[config.mk]
export PLATFORM = sky130hd
export DESIGN_NAME = semafor_mon_flat
export DESIGN_NICKNAME = d
export VERILOG_FILES = /design/src/rtl/semafor_mon_if.sv /design/src/rtl/semafor_mon.sv /design/src/flat_wrapper.sv
export SDC_FILE = /design/constraint.sdc
export NUM_CORES = 1
export LEC_CHECK = 0
export CORE_MARGIN = 4
export CORE_UTILIZATION = 56
export DETAILED_ROUTE_END_ITERATION = 12
export GPL_ROUTABILITY_DRIVEN = 0
export PLACE_DENSITY = 0.89
export SLEW_MARGIN = 20
export SYNTH_ARGS = -nofsm -noshare
export SYNTH_HDL_FRONTEND = slang
export SYNTH_SLANG_ARGS = --single-unit
[constraint.sdc]
create_clock -name clk -period 5.3 [get_ports clk]
set_input_delay 1.06 -clock clk [delete_from_list [all_inputs] [get_ports clk]]
set_output_delay 1.06 -clock clk [all_outputs]
set_load 0.005 [all_outputs]
[src/rtl/semafor_mon_if.sv]
// -----------------------------------------------------------------------------
// semafor_mon_if -- lamp observation bus for the traffic-light sequence monitor.
//
// Signals
//   divisor     expected phase length minus one, in clk cycles (driven by master)
//   red/yellow/green  lamp signals under observation (driven by master)
//   phase       decoded current legal phase 0..3 (driven by monitor)
//   done        terminal green phase is being held (driven by monitor)
//   seq_err     sticky sequence error (driven by monitor)
//   time_err    sticky phase-length error (driven by monitor)
//   last_dwell  length of the most recently completed phase (driven by monitor)
//
// Modports
//   master : the lamp source / environment side
//   slave  : the monitor side (semafor_mon)
// -----------------------------------------------------------------------------
interface semafor_mon_if #(
    parameter int M = 8
);
    logic [M-1:0] divisor;
    logic         red;
    logic         yellow;
    logic         green;
    logic [1:0]   phase;
    logic         done;
    logic         seq_err;
    logic         time_err;
    logic [M:0]   last_dwell;

    modport master (
        output divisor, red, yellow, green,
        input  phase, done, seq_err, time_err, last_dwell
    );

    modport slave (
        input  divisor, red, yellow, green,
        output phase, done, seq_err, time_err, last_dwell
    );
endinterface

[src/rtl/semafor_mon.sv]
// -----------------------------------------------------------------------------
// semafor_mon -- traffic-light sequence and phase-length monitor.
//
// Watches L = {red,yellow,green} and checks that it steps through
// RED(100) -> YEL(010) -> YG(011) -> GRN(001), with each non-terminal phase
// lasting exactly divisor+1 cycles. GRN and ERR are terminal until clr.
//
// Ports
//   clk   clock, all state updates on the rising edge
//   clr   asynchronous active-high reset
//   mon   semafor_mon_if.slave: divisor and lamps in; phase, done, seq_err,
//         time_err, last_dwell out (all registered)
//
// Configuration
//   SEMAFOR_MON_SYNC_EN  when defined, L passes through a 2-flop synchronizer
//                        (reset value 100) and the first red phase after reset
//                        is not length-checked, since the synchronizer stretches
//                        it by two cycles.
// -----------------------------------------------------------------------------
module semafor_mon #(
    parameter int M = 8
) (
    input logic          clk,
    input logic          clr,
    semafor_mon_if.slave mon
);

    typedef enum logic [2:0] {
        ST_RED = 3'd0,
        ST_YEL = 3'd1,
        ST_YG  = 3'd2,
        ST_GRN = 3'd3,
        ST_ERR = 3'd4
    } state_t;

    localparam logic [2:0] PAT_RED = 3'b100;
    localparam logic [2:0] PAT_YEL = 3'b010;
    localparam logic [2:0] PAT_YG  = 3'b011;
    localparam logic [2:0] PAT_GRN = 3'b001;

    localparam logic [M:0] CNT_MAX = {(M+1){1'b1}};
    localparam logic [M:0] CNT_ONE = {{M{1'b0}}, 1'b1};

    state_t     state_q, state_d;
    logic [2:0] pat_q, pat_d;
    logic [M:0] cnt_q, cnt_d;
    logic [1:0] phase_q, phase_d;
    logic       done_q, done_d;
    logic       seq_err_q, seq_err_d;
    logic       time_err_q, time_err_d;
    logic [M:0] last_dwell_q, last_dwell_d;

    logic [2:0] lamp_s;
    logic [2:0] obs_s;
    logic       chk_en_s;
    logic [M:0] target_s;

    assign lamp_s   = {mon.red, mon.yellow, mon.green};
    // Expected dwell widened before the +1 so divisor = all-ones does not wrap.
    assign target_s = {1'b0, mon.divisor} + CNT_ONE;

`ifdef SEMAFOR_MON_SYNC_EN
    logic [2:0] sync1_q, sync2_q;
    logic       first_q, first_d;

    assign obs_s    = sync2_q;
    // The first red phase is lengthened by the synchronizer, so skip its check.
    assign chk_en_s = ~first_q;

    // Two-stage lamp synchronizer and first-phase marker.
    always_ff @(posedge clk or posedge clr) begin
        if (clr) begin
            sync1_q <= PAT_RED;
            sync2_q <= PAT_RED;
            first_q <= 1'b1;
        end else begin
            sync1_q <= lamp_s;
            sync2_q <= sync1_q;
            first_q <= first_d;
        end
    end
`else
    assign obs_s    = lamp_s;
    assign chk_en_s = 1'b1;
`endif

    // Next-state, dwell counting and flag logic.
    always_comb begin
        logic       succ_ok;
        logic [2:0] succ_pat;
        state_t     succ_state;
        logic [1:0] succ_phase;
        logic       timed;

        state_d      = state_q;
        pat_d        = pat_q;
        cnt_d        = cnt_q;
        phase_d      = phase_q;
        seq_err_d    = seq_err_q;
        time_err_d   = time_err_q;
        last_dwell_d = last_dwell_q;
`ifdef SEMAFOR_MON_SYNC_EN
        first_d      = first_q;
`endif

        // Legal successor of the current state; GRN and ERR have none.
        case (state_q)
            ST_RED: begin
                succ_ok = 1'b1; succ_pat = PAT_YEL; succ_state = ST_YEL; succ_phase = 2'd1; timed = 1'b1;
            end
            ST_YEL: begin
                succ_ok = 1'b1; succ_pat = PAT_YG;  succ_state = ST_YG;  succ_phase = 2'd2; timed = 1'b1;
            end
            ST_YG: begin
                succ_ok = 1'b1; succ_pat = PAT_GRN; succ_state = ST_GRN; succ_phase = 2'd3; timed = 1'b1;
            end
            default: begin
                succ_ok = 1'b0; succ_pat = 3'b000;  succ_state = ST_ERR; succ_phase = phase_q; timed = 1'b0;
            end
        endcase

        if (obs_s == pat_q) begin
            if (cnt_q != CNT_MAX) begin
                cnt_d = cnt_q + CNT_ONE;
            end else begin
                cnt_d = cnt_q;
            end
        end else begin
            last_dwell_d = cnt_q;
            cnt_d        = CNT_ONE;
            pat_d        = obs_s;
`ifdef SEMAFOR_MON_SYNC_EN
            first_d      = 1'b0;
`endif
            if (timed && chk_en_s && (cnt_q != target_s)) begin
                time_err_d = 1'b1;
            end else begin
                time_err_d = time_err_q;
            end
            if (succ_ok && (obs_s == succ_pat)) begin
                state_d = succ_state;
                phase_d = succ_phase;
            end else begin
                state_d   = ST_ERR;
                seq_err_d = 1'b1;
            end
        end

        done_d = (state_d == ST_GRN);
    end

    // State and output registers.
    always_ff @(posedge clk or posedge clr) begin
        if (clr) begin
            state_q      <= ST_RED;
            pat_q        <= PAT_RED;
            cnt_q        <= {(M+1){1'b0}};
            phase_q      <= 2'd0;
            done_q       <= 1'b0;
            seq_err_q    <= 1'b0;
            time_err_q   <= 1'b0;
            last_dwell_q <= {(M+1){1'b0}};
        end else begin
            state_q      <= state_d;
            pat_q        <= pat_d;
            cnt_q        <= cnt_d;
            phase_q      <= phase_d;
            done_q       <= done_d;
            seq_err_q    <= seq_err_d;
            time_err_q   <= time_err_d;
            last_dwell_q <= last_dwell_d;
        end
    end

    assign mon.phase      = phase_q;
    assign mon.done       = done_q;
    assign mon.seq_err    = seq_err_q;
    assign mon.time_err   = time_err_q;
    assign mon.last_dwell = last_dwell_q;

endmodule

[src/flat_wrapper.sv]
// flat-port wrapper written by rule: the top's interface ports become plain ports
module semafor_mon_flat 
#(
    parameter int M = 8
)
  (clk, clr, mon_divisor, mon_red, mon_yellow, mon_green, mon_phase, mon_done, mon_seq_err, mon_time_err, mon_last_dwell);
  semafor_mon_if #(.M(M)) mon_i ();
  input logic clk;
  input logic clr;
  input wire logic [$bits(mon_i.divisor)-1:0] mon_divisor;
  input wire logic [$bits(mon_i.red)-1:0] mon_red;
  input wire logic [$bits(mon_i.yellow)-1:0] mon_yellow;
  input wire logic [$bits(mon_i.green)-1:0] mon_green;
  output wire logic [$bits(mon_i.phase)-1:0] mon_phase;
  output wire logic [$bits(mon_i.done)-1:0] mon_done;
  output wire logic [$bits(mon_i.seq_err)-1:0] mon_seq_err;
  output wire logic [$bits(mon_i.time_err)-1:0] mon_time_err;
  output wire logic [$bits(mon_i.last_dwell)-1:0] mon_last_dwell;
  assign mon_i.divisor = mon_divisor;
  assign mon_i.red = mon_red;
  assign mon_i.yellow = mon_yellow;
  assign mon_i.green = mon_green;
  assign mon_phase = mon_i.phase;
  assign mon_done = mon_i.done;
  assign mon_seq_err = mon_i.seq_err;
  assign mon_time_err = mon_i.time_err;
  assign mon_last_dwell = mon_i.last_dwell;
  semafor_mon #(.M(M)) u_core (.clk(clk), .clr(clr), .mon(mon_i));
endmodule
After elaboration in Yosys (flattened, before gate mapping):

Cells that the tools add are included.

* $add $sub $neg: 2
* mux-type cells: 8
* equal/unequal tests: 8
* reductions and logical operators: 8
* bitwise logic cells: 2

Operators by type and width (number)
* 9-bit two-way mux: 2
* 2-bit one-hot mux with 3 select lines: 2
* 8-bit by 1-bit adder with 9-bit output (second input constant): 1
* 9-bit by 1-bit adder with 9-bit output (second input constant): 1
* 9-bit inequality test: 1
* 9-bit inequality test (second input constant): 1
* 3-bit one-hot mux with 3 select lines: 1
* 3-bit by 2-bit equality test with 1-bit output (second input constant): 2
* 3-bit two-way mux: 2
* 2-bit AND reduction: 2
* 3-bit by 1-bit equality test with 1-bit output (second input constant): 1
* 3-bit by 2-bit equality test with 1-bit output: 1
* 3-bit equality test: 1
* 3-bit logical NOT: 1
* 3-bit AND reduction: 1
* 3-bit nonzero test: 1
* 3-bit OR reduction: 1
* 1-bit logical AND: 2
* 2-bit inequality test (second input constant): 1
* 1-bit inverter: 2
* 1-bit two-way mux: 1

* register bits after elaboration: 29
* logic and storage cells: 36
* bits of input ports: 13
* output and inout bits: 14

Longest topological paths before layout:

* word-level depth: 7
* gate-level depth with buffers: 8
* mapped depth without buffers: 8

Worst setup path before layout:

Ideal clock, no wire load.

* kind: in2reg
* start: input mon_divisor[0]
* end: register u_core.time_err_q, in the netlist u_core.mon.time_err
* data required time: 5.151 ns
* arrival: 2.037 ns
* cell stages on the path: 6
* buffers on the path: 1
* setup time: 0.149 ns
* path slack: 3.114 ns
* cells stage by stage: ha_1 > buf_2 > xnor2_1 > o32a_1 > o211ai_1 > a41oi_1

* cells in the longest elaborated chain, start to end: 4

Ends and longest elaborated chain
* from (decl): RTL line flat_wrapper.sv:10 `input wire logic [$bits(mon_i.divisor)-1:0] mon_divisor;`
* 8-bit by 1-bit adder with 9-bit output: RTL line semafor_mon.sv:60 `assign target_s = {1'b0, mon.divisor} + CNT_ONE;`
* 9-bit inequality test: RTL line semafor_mon.sv:135 `if (timed && chk_en_s && (cnt_q != target_s)) begin`
* 1-bit logical AND: RTL line semafor_mon.sv:135
* 2-bit AND reduction (no source line)
* to (signal assigned): RTL line semafor_mon.sv:170 `time_err_q <= time_err_d;`
* to (decl): RTL line semafor_mon.sv:50 `logic time_err_q, time_err_d;`

No other way between the ends.
A chain may end at the register's enable or synchronous reset.

Worst setup path in the final report:

* start: input mon_yellow
* end: register u_core.done_q, in the netlist u_core.mon.done

* cells in the longest elaborated chain, start to end: 5
* elaborated cells on any way between the ends: 6
* classes of those cells: eq/ne: 3; mux: 2; reduce/logical: 1

Ends and longest elaborated chain
* from (decl): RTL line flat_wrapper.sv:12 `input wire logic [$bits(mon_i.yellow)-1:0] mon_yellow;`
* 3-bit by 2-bit equality test with 1-bit output: RTL line semafor_mon.sv:140 `if (succ_ok && (obs_s == succ_pat)) begin`
* 1-bit logical AND: RTL line semafor_mon.sv:140
* 3-bit two-way mux: RTL line semafor_mon.sv:140
* 3-bit two-way mux *: RTL line semafor_mon.sv:122 `if (obs_s == pat_q) begin`
* via u_core.state_d[0]: RTL line semafor_mon.sv:44 `state_t state_q, state_d;`
* 3-bit by 2-bit equality test with 1-bit output *: RTL line semafor_mon.sv:149 `done_d = (state_d == ST_GRN);`
* via u_core.done_d: RTL line semafor_mon.sv:48 `logic done_q, done_d;`
* to (signal assigned): RTL line semafor_mon.sv:168 `done_q <= done_d;`
* to (decl): RTL line semafor_mon.sv:48

Mark *: on every way through the listed nets, which the timed path passes. The rest lies on a longest branch.

==> results.yml <==
clocking:
  clock-sinks: 29
  cts_setup_buffers: 0
  cts_buffers: 5
  holdBufCountCts: 0
  clk_path_buf_depth: 2
  cts-root-buf: "clkbuf_4"
  cts.clk_slew.worst_paths_ns: 0.09
  clock_latency_ns: 0.33
  cts-resized-gates: 0
  cts_tree: "built"
  h-tree-depth: 2
global_route:
  grt_util_met2: 0.356
  antenna_found_initial: 0
  grt_pass1_vias: 1262
  grt_pass1_wl_mm: 5.73
  met3_usage: 0.0766
  overflow: 0
  grt_start_max_net_pins: 30
  grt.busiest_layer: "met2"
  grt_usage: 0.219
  use_met1: 0.277
sta:
  setup_ws_ns: 2.53
  period_share: 0.523
  rsz0062_at_grt: "false"
  finalSetupViolCount: 0
  tightestPinTransition_ns: 0.795
  maxSlewViolCount: 0
  finalSetupTns_ns: 0
  slew_headroom: 0.469
  fin_skew_ns: 0.0117
  finalHoldViolCount: 0
  min_period_ns: 2.77
  fmax_ghz: 0.361
power:
  irDropWorstVdd_mv: 0.200
  p_leak_nw: 0.802
  powerDensity_nw_per_um2: 238
yosys:
  yosysUniqueCellTypes: 40
  ys_seq_elements: 29
  syn_nets: 183
  yosysSeqAreaShare: 0.472
  async_flop_share: 1.00
  synth.avg_cell_area_sq_um: 9.22
  synthFlopType: "dfrtp_1"
  yosys_warnings: 0
  synth_edf_count: 0
  syn_inst: 167
  syn_area_sq_um: 1540
final_layout:
  insertedDiodeCount: 0
  layout.nets: 204
  stdcell_area_sq_um: 1860
  area_growth_pct: 20.8
  drive_gt1_frac: 0.0847
  n_fill_cell: 195
floorplan:
  core-area_sq_um: 2540
  rows: 18
  floorplan.initialDensity: 0.605
  die_w_microns: 60.4
  io_pins: 27
  die-area_sq_um: 3650
  fp.dieH_microns: 60.4
placement:
  pre_cts_slack_ns: 2.19
  dp.final_hpwl_mm: 2.47
  io_buffers: 26
  post_dp_cell_area_sq_um: 1790
drt:
  viasPerCell: 5.90
  routedWlPerCell_microns: 15.5
  drt-initial-drc-count: 53
  route.detailed.drc: 0
  dr.pass1.iters: 4
  ant_nets: 0
  vias: 1293
  totalWireLength_mm: 3.40
critical_path:
  start_kind: "input port"
  crit_fanout: 21
  end_kind: "flip-flop"
  worstPathRequired_ns: 5.52
  cp.arrival_ns: 3.00
  critPathKind: "input port to flip-flop"
status:
  outcome: "completed"
min_path:
  hp-class: "flip-flop to flip-flop"
job:
  cap_violations: 0
==> final timing paths <==
kind,from,endpoint,slack [ns],cells past startpoint
worst min-delay path,u_core.mon.seq_err,u_core.mon.seq_err,0.46,1
worst max register to register,u_core.cnt_q[0],u_core.cnt_q[5],3.14,8
worst min register to register,u_core.mon.seq_err,u_core.mon.seq_err,0.46,1
worst max-delay path,mon_yellow,u_core.mon.done,2.53,6
min in group asynchronous,clr,u_core.pat_q[1],1.10,2
max in group asynchronous,clr,u_core.cnt_q[2],3.81,2
==> cell usage in the layout, fill, tap and decap left out, types with 2 or more instances in the layout <==
| cell | synthesis | routed |
|---|---|---|
| mux2i_1 | 2 | 2 |
| nor2b_1 | 4 | 4 |
| a21oi_1 | 6 | 6 |
| clkbuf_4 | 0 | 5 |
| and3_1 | 3 | 3 |
| nor3_1 | 2 | 2 |
| clkbuf_8 | 0 | 2 |
| o311ai_0 | 2 | 2 |
| o211ai_1 | 3 | 3 |
| nand2_1 | 36 | 36 |
| nor2_1 | 8 | 8 |
| a21o_2 | 2 | 2 |
| ha_1 | 3 | 3 |
| clkdlybuf4s50_1 | 0 | 26 |
| nand3_1 | 8 | 8 |
| xnor2_1 | 9 | 9 |
| o21ai_0 | 8 | 8 |
| or3_1 | 4 | 4 |
| dfrtp_1 | 28 | 28 |
| xor2_1 | 7 | 7 |
==> registers in the layout (all words and copies together) (netlist names) <==
register / flops
u_core.cnt_q: 9
u_core.mon.last_dwell: 9
u_core.pat_q: 3
u_core.state_q: 3
u_core.mon.phase: 2
u_core.mon.done: 1
u_core.mon.seq_err: 1
u_core.mon.time_err: 1
==> area by class of cell <==
class | instances | area [sq um] | share of cell area
Multi-Input combinational cell | 124 | 757 | 0.407
Sequential cell | 29 | 727 | 0.391
Tap cell | 30 | 37.5 | 0.0202
Clock buffer | 7 | 65.1 | 0.0350
Inverter | 2 | 7.51 | 0.00404
Timing Repair Buffer | 26 | 260 | 0.140
Clock inverter | 1 | 5.00 | 0.00269
==> where the power goes <==
group	internal (W)	switching (W)
combinational	0.0000280	0.0000301
sequential	0.000227	0.00000569
clock	0.0000767	0.0000754
==> worst max-delay path, stage by stage <==
cell	delay, ns
clkdlybuf4s50_1	0.49
xnor2_1	0.23
nand3_1	0.59
o211ai_2	0.36
o21ai_1	0.10
and3_1	0.17
==> Yosys cell counts (all sizes together) (2+ instances only) <==
cell,instances,area share
ha,3,0.024
dfrtp,28,0.46
nor2,8,0.020
a21o,3,0.016
nand2,36,0.088
o21ai,9,0.029
nand3,8,0.026
o311ai,2,0.011
and3,3,0.012
mux2i,2,0.013
a21oi,6,0.020
clkbuf,9,0.023
nor3,2,0.0065
xnor2,10,0.062
buf,3,0.0081
nor2b,4,0.016
or3,4,0.016
o211ai,4,0.023
inv,2,0.0049
xor2,7,0.040
==> stage by stage <==
| stage | total power [W] | std cells | utilization | hold slack, ns |
|---|---|---|---|---|
| after global placement | 0.000292 | 211 | 0.703 | 0.447 |
| after CTS | 0.000448 | 219 | 0.731 | 0.469 |
| final | 0.000443 | 219 | 0.731 | 0.459 |
| after global routing | 0.000465 | 219 | 0.731 | 0.507 |
| after detailed placement | 0.000296 | 211 | 0.703 | 0.450 |
| after floorplan | 0.000269 | 167 | - | 0.451 |
==> metal layers <==
layer  wire, microns  vias to the layer above
met5               0                        -
met1            1440                      619
met2            1670                       55
met3             232                        7
met4              49                        0
li1                -                      612
==> cell families (layout without fill, tap and decap cells) <==
family          Yosys count  after routing  synth area share
compound gates           31             31             0.138
xor+xnor                 17             17             0.102
fa+ha+maj                 3              3            0.0244
buf+inv                  14             36            0.0358
flops                    29             29             0.472
mux                       2              2            0.0130
simple gates             71             71             0.215
No activity file was read; power rests on OpenSTA's default activity.
